===== config.mk =====
export PLATFORM = sky130hd
export DESIGN_NAME = fpu_req_arbiter_flat
export DESIGN_NICKNAME = d
export VERILOG_FILES = /design/src/rtl/fpu_req_arbiter_if.sv /design/src/rtl/fpu_req_arbiter.sv /design/src/flat_wrapper.sv
export SDC_FILE = /design/constraint.sdc
export NUM_CORES = 1
export LEC_CHECK = 0
export CAP_MARGIN = 25
export CORE_AREA = 2 2 175 177
export DETAILED_ROUTE_END_ITERATION = 8
export DIE_AREA = 0 0 177 179
export SYNTH_ARGS = -nofsm -noshare
export SYNTH_HDL_FRONTEND = slang
export SYNTH_SLANG_ARGS = --single-unit

===== constraint.sdc =====
create_clock -name clk -period 3.4 [get_ports clk]
set_clock_uncertainty 0.05 [all_clocks]
set_input_delay 0.51 -clock clk [delete_from_list [all_inputs] [get_ports clk]]
set_output_delay 0.51 -clock clk [all_outputs]
set_load 0.02 [all_outputs]

===== src/rtl/fpu_req_arbiter_if.sv =====
// Shared FPU types and the requester/core handshake bundle
// used by the round-robin FPU request arbiter.
package definitions;

    typedef logic [31:0] float_t;

    typedef enum logic [4:0] {
        FPU_ADD  = 5'd0,
        FPU_SUB  = 5'd1,
        FPU_MUL  = 5'd2,
        FPU_DIV  = 5'd3,
        FPU_SQRT = 5'd4,
        FPU_MIN  = 5'd5,
        FPU_MAX  = 5'd6,
        FPU_CMP  = 5'd7
    } fpu_op_t;

    typedef struct packed {
        fpu_op_t op;
        float_t  a;
        float_t  b;
    } fpu_instruction_t;

    typedef struct packed {
        logic inf;
        logic snan;
        logic qnan;
        logic ine;
        logic overflow;
        logic underflow;
        logic zero;
        logic div_by_zero;
    } fpu_flags_t;

    localparam float_t     CANON_QNAN = 32'h7FC0_0000;
    localparam fpu_flags_t QNAN_FLAGS = 8'h20;

endpackage

interface fpu_req_arbiter_if #(
    parameter int NUM_REQ = 4
);
    import definitions::*;

    logic [NUM_REQ-1:0]             req_valid;
    logic [NUM_REQ-1:0]             req_ready;
    fpu_instruction_t [NUM_REQ-1:0] req_instr;
    logic [NUM_REQ-1:0]             rsp_valid;
    logic [NUM_REQ-1:0]             rsp_ready;
    float_t                         rsp_result;
    fpu_flags_t                     rsp_flags;
    logic                           rsp_err;
    logic                           fpu_start;
    fpu_instruction_t               fpu_instr;
    logic                           fpu_done;
    float_t                         fpu_out;
    fpu_flags_t                     fpu_flags;
    logic                           busy;

    modport master (
        output req_valid, req_instr, rsp_ready,
        output fpu_done, fpu_out, fpu_flags,
        input  req_ready, rsp_valid, rsp_result,
        input  rsp_flags, rsp_err, fpu_start,
        input  fpu_instr, busy
    );

    modport slave (
        input  req_valid, req_instr, rsp_ready,
        input  fpu_done, fpu_out, fpu_flags,
        output req_ready, rsp_valid, rsp_result,
        output rsp_flags, rsp_err, fpu_start,
        output fpu_instr, busy
    );

endinterface


===== src/rtl/fpu_req_arbiter.sv =====
// Round-robin arbiter sharing one non-pipelined FPU core
// among NUM_REQ requesters, with a watchdog on the core.
module fpu_req_arbiter
    import definitions::*;
#(
    parameter int NUM_REQ = 4,
    parameter int TIMEOUT = 64
) (
    input  logic              clk,
    input  logic              rst_n,
    fpu_req_arbiter_if.slave  bus
);

    localparam int PW  = $clog2(NUM_REQ);
    localparam int PW1 = PW + 1;
    localparam int CW  = $clog2(TIMEOUT);

    typedef enum logic [1:0] {
        S_IDLE,
        S_START,
        S_WAIT,
        S_RESP
    } state_t;

    state_t           state_q, state_d;
    logic [PW-1:0]    ptr_q, ptr_d;
    logic [PW-1:0]    grant_q, grant_d;
    logic [CW-1:0]    cnt_q, cnt_d;
    fpu_instruction_t instr_q, instr_d;
    float_t           result_q, result_d;
    fpu_flags_t       flags_q, flags_d;
    logic             err_q, err_d;

    logic [2*NUM_REQ-1:0] dbl;
    logic [NUM_REQ-1:0]   rot;
    logic [PW-1:0]        off;
    logic [PW:0]          sum;
    logic [PW-1:0]        gnt;
    logic                 gnt_vld;

    // Rotate so bit 0 is the requester just after ptr.
    assign dbl = {bus.req_valid, bus.req_valid};
    assign rot = NUM_REQ'(dbl >> ({1'b0, ptr_q} + PW1'(1)));

    always_comb begin
        gnt_vld = 1'b0;
        off     = '0;
        for (int k = NUM_REQ - 1; k >= 0; k--) begin
            if (rot[k]) begin
                gnt_vld = 1'b1;
                off     = PW'(k);
            end
        end
        sum = {1'b0, ptr_q} + PW1'(1) + {1'b0, off};
        if (sum >= PW1'(NUM_REQ)) begin
            gnt = PW'(sum - PW1'(NUM_REQ));
        end else begin
            gnt = PW'(sum);
        end
    end

    always_ff @(posedge clk or negedge rst_n) begin
        if (!rst_n) begin
            state_q  <= S_IDLE;
            ptr_q    <= PW'(NUM_REQ - 1);
            grant_q  <= '0;
            cnt_q    <= '0;
            instr_q  <= '0;
            result_q <= '0;
            flags_q  <= '0;
            err_q    <= 1'b0;
        end else begin
            state_q  <= state_d;
            ptr_q    <= ptr_d;
            grant_q  <= grant_d;
            cnt_q    <= cnt_d;
            instr_q  <= instr_d;
            result_q <= result_d;
            flags_q  <= flags_d;
            err_q    <= err_d;
        end
    end

    always_comb begin
        state_d  = state_q;
        ptr_d    = ptr_q;
        grant_d  = grant_q;
        cnt_d    = cnt_q;
        instr_d  = instr_q;
        result_d = result_q;
        flags_d  = flags_q;
        err_d    = err_q;
        unique case (state_q)
            S_IDLE: begin
                if (gnt_vld) begin
                    instr_d = bus.req_instr[gnt];
                    grant_d = gnt;
                    ptr_d   = gnt;
                    state_d = S_START;
                end
            end
            S_START: begin
                cnt_d   = '0;
                state_d = S_WAIT;
            end
            S_WAIT: begin
                // A done on the watchdog's last cycle still wins.
                if (bus.fpu_done) begin
                    result_d = bus.fpu_out;
                    flags_d  = bus.fpu_flags;
                    err_d    = 1'b0;
                    state_d  = S_RESP;
                end else if (cnt_q == CW'(TIMEOUT - 1)) begin
                    result_d = CANON_QNAN;
                    flags_d  = QNAN_FLAGS;
                    err_d    = 1'b1;
                    state_d  = S_RESP;
                end else begin
                    cnt_d = cnt_q + CW'(1);
                end
            end
            S_RESP: begin
                if (bus.rsp_ready[grant_q]) begin
                    state_d = S_IDLE;
                end
            end
            default: begin
                state_d = S_IDLE;
            end
        endcase
    end

    always_comb begin
        bus.req_ready = '0;
        if (rst_n && state_q == S_IDLE && gnt_vld) begin
            bus.req_ready = NUM_REQ'(1) << gnt;
        end
    end

    always_comb begin
        bus.rsp_valid = '0;
        if (state_q == S_RESP) begin
            bus.rsp_valid = NUM_REQ'(1) << grant_q;
        end
    end

    assign bus.fpu_start  = (state_q == S_START);
    assign bus.busy       = (state_q != S_IDLE);
    assign bus.fpu_instr  = instr_q;
    assign bus.rsp_result = result_q;
    assign bus.rsp_flags  = flags_q;
    assign bus.rsp_err    = err_q;

endmodule


===== src/flat_wrapper.sv =====
// flat-port wrapper written by rule: the top's interface ports become plain ports
module fpu_req_arbiter_flat import definitions::*;
#(
    parameter int NUM_REQ = 4,
    parameter int TIMEOUT = 64
)
  (clk, rst_n, bus_req_valid, bus_req_instr, bus_rsp_ready, bus_fpu_done, bus_fpu_out, bus_fpu_flags, bus_req_ready, bus_rsp_valid, bus_rsp_result, bus_rsp_flags, bus_rsp_err, bus_fpu_start, bus_fpu_instr, bus_busy);
  fpu_req_arbiter_if #(.NUM_REQ(NUM_REQ)) bus_i ();
  input  logic clk;
  input  logic rst_n;
  input wire logic [$bits(bus_i.req_valid)-1:0] bus_req_valid;
  input wire logic [$bits(bus_i.req_instr)-1:0] bus_req_instr;
  input wire logic [$bits(bus_i.rsp_ready)-1:0] bus_rsp_ready;
  input wire logic [$bits(bus_i.fpu_done)-1:0] bus_fpu_done;
  input wire logic [$bits(bus_i.fpu_out)-1:0] bus_fpu_out;
  input wire logic [$bits(bus_i.fpu_flags)-1:0] bus_fpu_flags;
  output wire logic [$bits(bus_i.req_ready)-1:0] bus_req_ready;
  output wire logic [$bits(bus_i.rsp_valid)-1:0] bus_rsp_valid;
  output wire logic [$bits(bus_i.rsp_result)-1:0] bus_rsp_result;
  output wire logic [$bits(bus_i.rsp_flags)-1:0] bus_rsp_flags;
  output wire logic [$bits(bus_i.rsp_err)-1:0] bus_rsp_err;
  output wire logic [$bits(bus_i.fpu_start)-1:0] bus_fpu_start;
  output wire logic [$bits(bus_i.fpu_instr)-1:0] bus_fpu_instr;
  output wire logic [$bits(bus_i.busy)-1:0] bus_busy;
  assign bus_i.req_valid = bus_req_valid;
  assign bus_i.req_instr = bus_req_instr;
  assign bus_i.rsp_ready = bus_rsp_ready;
  assign bus_i.fpu_done = bus_fpu_done;
  assign bus_i.fpu_out = bus_fpu_out;
  assign bus_i.fpu_flags = bus_fpu_flags;
  assign bus_req_ready = bus_i.req_ready;
  assign bus_rsp_valid = bus_i.rsp_valid;
  assign bus_rsp_result = bus_i.rsp_result;
  assign bus_rsp_flags = bus_i.rsp_flags;
  assign bus_rsp_err = bus_i.rsp_err;
  assign bus_fpu_start = bus_i.fpu_start;
  assign bus_fpu_instr = bus_i.fpu_instr;
  assign bus_busy = bus_i.busy;
  fpu_req_arbiter #(.NUM_REQ(NUM_REQ), .TIMEOUT(TIMEOUT)) u_core (.clk(clk), .rst_n(rst_n), .bus(bus_i));
endmodule

### Yosys cells after proc, flatten, opt, wreduce, memory -nomap -nowiden

Cells that the tools add are included.

* output and inout port bits: 120
* register bits after elaboration: 122

* multiplexer cells: 29
* eq/ne operators: 9
* shift operators: 3
* magnitude comparators: 3
* add/sub/neg operators: 4
* reductions and logical operators: 10

Operators with widths (number)
* $bmux 69 s2: 1
* $mux 69: 1
* $mux 32: 2
* $mux 2: 9
* $mux 8: 2
* $mux 6: 2
* $pmux 6 s2: 1
* $mux 4: 2
* $pmux 2 s4: 1
* $shl 1x2->4 const A: 2
* $shr 8x3->4: 1
* $mux 1: 7
* $add 6x1->6 const B: 1
* $eq 6x6->1 const B: 1
* $lt 2x3->1 const B: 2
* $reduce_and 3->1: 2
* $reduce_bool 2->1: 3
* $eq 2x2->1 const B: 2
* $ne 2x1->1 const B: 2
* $ne 2x2->1 const B: 2
* $reduce_and 2->1: 2
* $add 2x1->3 const B: 1
* $add 3x2->3: 1
* $ge 3x3->1 const B: 1
* other kinds (6): 7

### Depth between registers and ports, before layout

* word-level depth: 11
* mapped depth: 13
* mapped depth without buffers: 10

### Worst setup path before layout

No wires, ideal clock.

* path kind: register -> output
* start point: reg u_core.ptr_q[0]
* end point: out bus_req_ready[0]
* stages on the path, launching flop included: 14
* data required time: 2840 ps
* buffers on the path: 5
* setup slack: -175 ps
* arrival time: 3015 ps
* cell sequence: dfstp_2 > buf_2 > inv_1 > nor3b_1 > a21oi_1 > o221ai_1 > a21oi_1 > ha_1 > buf_2 > clkbuf_1 > clkbuf_1 > clkbuf_1 > inv_1 > nor3_1

* cells in the longest elaborated chain, start to end: 11
* elaborated cells on any way between the ends: 17
* classes of those cells: add/sub: 3; order compare: 1; shift: 2; mux: 10; reduce/logical: 1

Ends and longest elaborated chain
* start, declared: RTL line fpu_req_arbiter.sv:26 `logic [PW-1:0] ptr_q, ptr_d;`
* start signal, assigned: RTL line fpu_req_arbiter.sv:65 `ptr_q <= PW'(NUM_REQ - 1);`
* start signal, assigned: RTL line fpu_req_arbiter.sv:74 `ptr_q <= ptr_d;`
* $add 2x1->3 *: RTL line fpu_req_arbiter.sv:43, fpu_req_arbiter.sv:54
* $shr 8x3->4: RTL line fpu_req_arbiter.sv:43 `assign rot = NUM_REQ'(dbl >> ({1'b0, ptr_q} + PW1'(1)));`
* $mux 2 (4 in series): RTL line fpu_req_arbiter.sv:49 `if (rot[k]) begin`
* $add 3x2->3: RTL line fpu_req_arbiter.sv:54 `sum = {1'b0, ptr_q} + PW1'(1) + {1'b0, off};`
* $ge 3x3->1 or $sub 2x1->2 (tied branches): RTL line fpu_req_arbiter.sv:55, fpu_req_arbiter.sv:56
* $mux 2: RTL line fpu_req_arbiter.sv:55 `if (sum >= PW1'(NUM_REQ)) begin`
* $shl 1x2->4: RTL line fpu_req_arbiter.sv:136 `bus.req_ready = NUM_REQ'(1) << gnt;`
* $mux 4 *: RTL line fpu_req_arbiter.sv:135 `if (rst_n && state_q == S_IDLE && gnt_vld) begin`
* end, declared: RTL line flat_wrapper.sv:17 `output wire logic [$bits(bus_i.req_ready)-1:0] bus_req_ready;`

Every way passes the cells marked *; elsewhere a longest branch is shown, timed or not.

### Worst setup path after layout

* start point: in bus_req_valid[3]
* end point: out bus_req_ready[2]

* cells in the longest elaborated chain, start to end: 10
* elaborated cells on any way between the ends: 16
* classes of those cells: add/sub: 2; order compare: 1; shift: 2; mux: 10; reduce/logical: 1

Ends and longest elaborated chain
* start, declared: RTL line flat_wrapper.sv:11 `input wire logic [$bits(bus_i.req_valid)-1:0] bus_req_valid;`
* $shr 8x3->4 *: RTL line fpu_req_arbiter.sv:43
* $mux 2 (4 in series): RTL line fpu_req_arbiter.sv:49
* $add 3x2->3: RTL line fpu_req_arbiter.sv:54
* $ge 3x3->1 or $sub 2x1->2 (tied branches): RTL line fpu_req_arbiter.sv:55, fpu_req_arbiter.sv:56
* $mux 2: RTL line fpu_req_arbiter.sv:55
* $shl 1x2->4: RTL line fpu_req_arbiter.sv:136
* $mux 4 *: RTL line fpu_req_arbiter.sv:135

Marked as above.

==> results.sh <==
export IMPL_fin_crit_ps=3210
export IMPL_dr_pass1_iters=5
export IMPL_nets=1507
export IMPL_grt_max_degree=85
export IMPL_leakage_nw=4.97
export IMPL_combPwrFrac_pct=65.5
export IMPL_path_clk_slew_ps=60
export IMPL_hp_class="flop to flop"
export IMPL_start_util_pct=24.5
export IMPL_cts_tree="built"
export IMPL_hpwl_um=22200
export IMPL_p_sw_share_pct=46.8
export IMPL_max_slew_margin_rel_pct=36.5
export IMPL_start_kind="input pin"
export IMPL_fmax_ghz=0.311
export IMPL_whs_ps=421
export IMPL_powerDensity_nw_per_um2=978
export IMPL_p_int_mw=6.68
export IMPL_cp_arrival_ps=2650
export IMPL_syn_avg_cell_area_sq_um=9.63
export IMPL_required_ps=2840
export IMPL_rsz0062_at_grt="no"
export IMPL_dieArea_sq_um=31700
export IMPL_port_buffers=446
export IMPL_status="completed"
export IMPL_async_reset_ff_share_pct=100
export IMPL_power_switching_mw=5.88
export IMPL_grt_pass1_vias=7384
export IMPL_dieWidth_um=177
export IMPL_cts_root_buffer="clkbuf_16"
export IMPL_worst_pin_slew_ps=953
export IMPL_gp_congestion=0.842
export IMPL_final_core_util_pct=42.8
export IMPL_gr_total_overflow=0
export IMPL_pre_cts_slack_ps=-412
export IMPL_yosys_cell_types_count=43
export IMPL_drive_gt1_share_pct=7.00
export IMPL_syn2layout_area_growth_pct=74.5
export IMPL_met1_length_um=12600
export IMPL_post_drt_via_cell_ratio=4.93
export IMPL_power_total_mw=12.6
export IMPL_power_share_clock_pct=13.9
export IMPL_synth_ff_type="dfrtp_1"
export IMPL_min_period_over_period_pct=94.6
export IMPL_worstPathMaxFanout=4
export IMPL_cap_violations=0
export IMPL_vias=7800
export IMPL_synth_edff_count=0
export IMPL_max_vdd_ir_drop_mv=0.723
export IMPL_synth_cell_area_sq_um=7360
export IMPL_yosys_register_bits=122
export IMPL_path_class="input pin to primary output"
export IMPL_setup_ws_ps=185
export IMPL_synth_net_count=1099
export IMPL_pin_count=447
export IMPL_setup_viol=0
export IMPL_finalHoldViolCount=0
export IMPL_grt_total_usage_pct=18.2
export IMPL_clockBufferDepth=2
export IMPL_grt_pass1_wl_um=44400
export IMPL_worstSetupEndpointType="primary output"
export IMPL_drc=0
export IMPL_ant_nets=0
export IMPL_fp_dieH_um=179
export IMPL_rows=64
export IMPL_sequentialPowerShare_pct=20.6
export IMPL_antenna_found_initial=2
export IMPL_seq_area_frac_synth_pct=41.5
export IMPL_cts_htree_levels=4
export IMPL_core_sq_um=30000
export IMPL_clock_sinks=122
export IMPL_routedWlPerCell_um=19.3
export IMPL_slew_viol_final=0
export IMPL_synth_warnings=0
export IMPL_highest_layer="met5"
export IMPL_syn_inst=764
export IMPL_dr_wl_met3_um=2910
export IMPL_dr_wl_met2_um=14400
export IMPL_cts_buffers=17
export IMPL_clock_latency_ps=410
export IMPL_drt_iter0_markers=424
export IMPL_postRouteWirelength_um=30500
-- critical path: stages --
cell and delay (ps):
clkdlybuf4s50_1 480, nor3b_1 180, a21oi_1 60, o221ai_1 180
a21oi_1 60, buf_4 160, ha_4 170, xnor2_2 170
o31ai_4 90, nand2_1 160, nor3b_1 240, clkbuf_2 210
-- power groups by stage --
stage          registers (mW)  clock network [mW]  logic, mW
6_report                 2.59                1.75       8.23
5_1_grt                  2.68                1.88       8.97
4_1_cts                  2.59                1.82       8.35
3_5_place_dp             2.60                   0       8.32
3_3_place_gp             2.59                   0       8.25
2_1_floorplan            3.32                   0       4.33
-- registers in the layout (all words and copies together), names as in the netlist --
register,cells
u_core.bus.fpu_instr,69
u_core.bus.rsp_err,1
u_core.bus.rsp_flags,8
u_core.bus.rsp_result,32
u_core.cnt_q,6
u_core.grant_q,2
u_core.ptr_q,2
u_core.state_q,2
-- path summary, 6_finish.rpt --
check | startpoint | cells past startpoint | slack, ps | endpoint
min | u_core.cnt_q[4]$_DFFE_PN0P_ | 1 | 420 | u_core.cnt_q[4]$_DFFE_PN0P_
max | bus_req_valid[3] | 12 | 190 | bus_req_ready[2]
max in group asynchronous | rst_n | 3 | 1740 | u_core.bus.fpu_instr[30]$_DFFE_PN0P_
min in group asynchronous | rst_n | 2 | 510 | u_core.bus.rsp_flags[1]$_DFFE_PN0P_
min reg2reg | u_core.cnt_q[4]$_DFFE_PN0P_ | 1 | 420 | u_core.cnt_q[4]$_DFFE_PN0P_
max reg2reg | u_core.ptr_q[0]$_DFFE_PN1P_ | 12 | 260 | u_core.bus.fpu_instr[58]$_DFFE_PN0P_
-- metrics by stage --
step / std cells / TNS (ps) / area [sq um]
2_1_floorplan: 764 / -30.9 / 7370
3_3_place_gp: 1548 / -16130 / 12300
3_5_place_dp: 1548 / -14820 / 12300
4_1_cts: 1581 / 0 / 12800
5_1_grt: 1582 / 0 / 12800
6_report: 1582 / 0 / 12800
-- synthesized netlist by cell type, types with 2 or more instances --
cell	instances	area, sq um
nor2b_1	143	895
dfrtp_1	120	3000
nand2_1	86	323
a2111oi_0	69	604
a221oi_1	69	604
o31ai_1	69	518
clkbuf_1	61	229
a22o_1	30	263
buf_2	17	85.1
o22a_1	10	87.6
ha_1	8	100
nor2_1	8	30.0
buf_6	7	78.8
o21ai_0	7	35.0
inv_1	5	18.8
mux2i_1	5	50.1
nand2b_1	4	25.0
nor3_1	4	20.0
nor3b_1	4	30.0
nand3_1	3	15.0
nand4_1	3	18.8
a21oi_1	2	10.0
and2_1	2	12.5
and3_1	2	12.5
and3b_1	2	17.5
dfstp_2	2	52.6
mux2_2	2	22.5
nor4_2	2	25.0
o21a_1	2	15.0
o21ai_1	2	10.0
xor2_1	2	17.5
-- cell type report --
type                    instances  area, sq um
flip-flops and latches        122         3060
clock buffers                  19          433
inverters                       5         18.8
clock inverters                13          123
fillers                      3014        17200
well taps                     396          495
repair buffers                475         4750
diodes                          1         2.50
multi-input cells             551         3970
-- cell families after synthesis --
group | Yosys count | synth area share [%]
AOI/OAI and AO/OA | 267 | 30.2
and+or+nand+nor | 265 | 19.7
DFF | 122 | 41.5
buffers and inverters | 91 | 5.64
muxes | 8 | 1.29
adders and majority gates | 8 | 1.36
xor gates and xnor gates | 3 | 0.357
-- cell usage in the layout (no fill, tap or decap), types with 6 or more instances in the layout --
master / instances
o21ai_0: 7
clkbuf_16: 17
a2111oi_0: 69
buf_4: 23
ha_1: 7
dfrtp_1: 120
o22a_1: 10
clkdlybuf4s50_1: 438
nor2b_1: 143
a22o_1: 30
a221oi_1: 69
buf_12: 6
o31ai_1: 69
nand2_1: 85
-- metal layers --
layer	vias to the layer above	GRT usage (%)
met2	352	29.7
met3	37	6.02
li1	3763	-
met4	2	5.34
met5	-	0
met1	3646	23.0
-- repair_timing --
action | CTS | global route
endpoints found under the setup margin | 4 | 18
buffers inserted | 0 | 0
pin swaps | 0 | 1
hold buffers | 1 | 0
resized for setup | 14 | 11
gates cloned | 0 | 0
hold endpoints to repair | 35 | 0
Power figures use the tool's default switching activity.
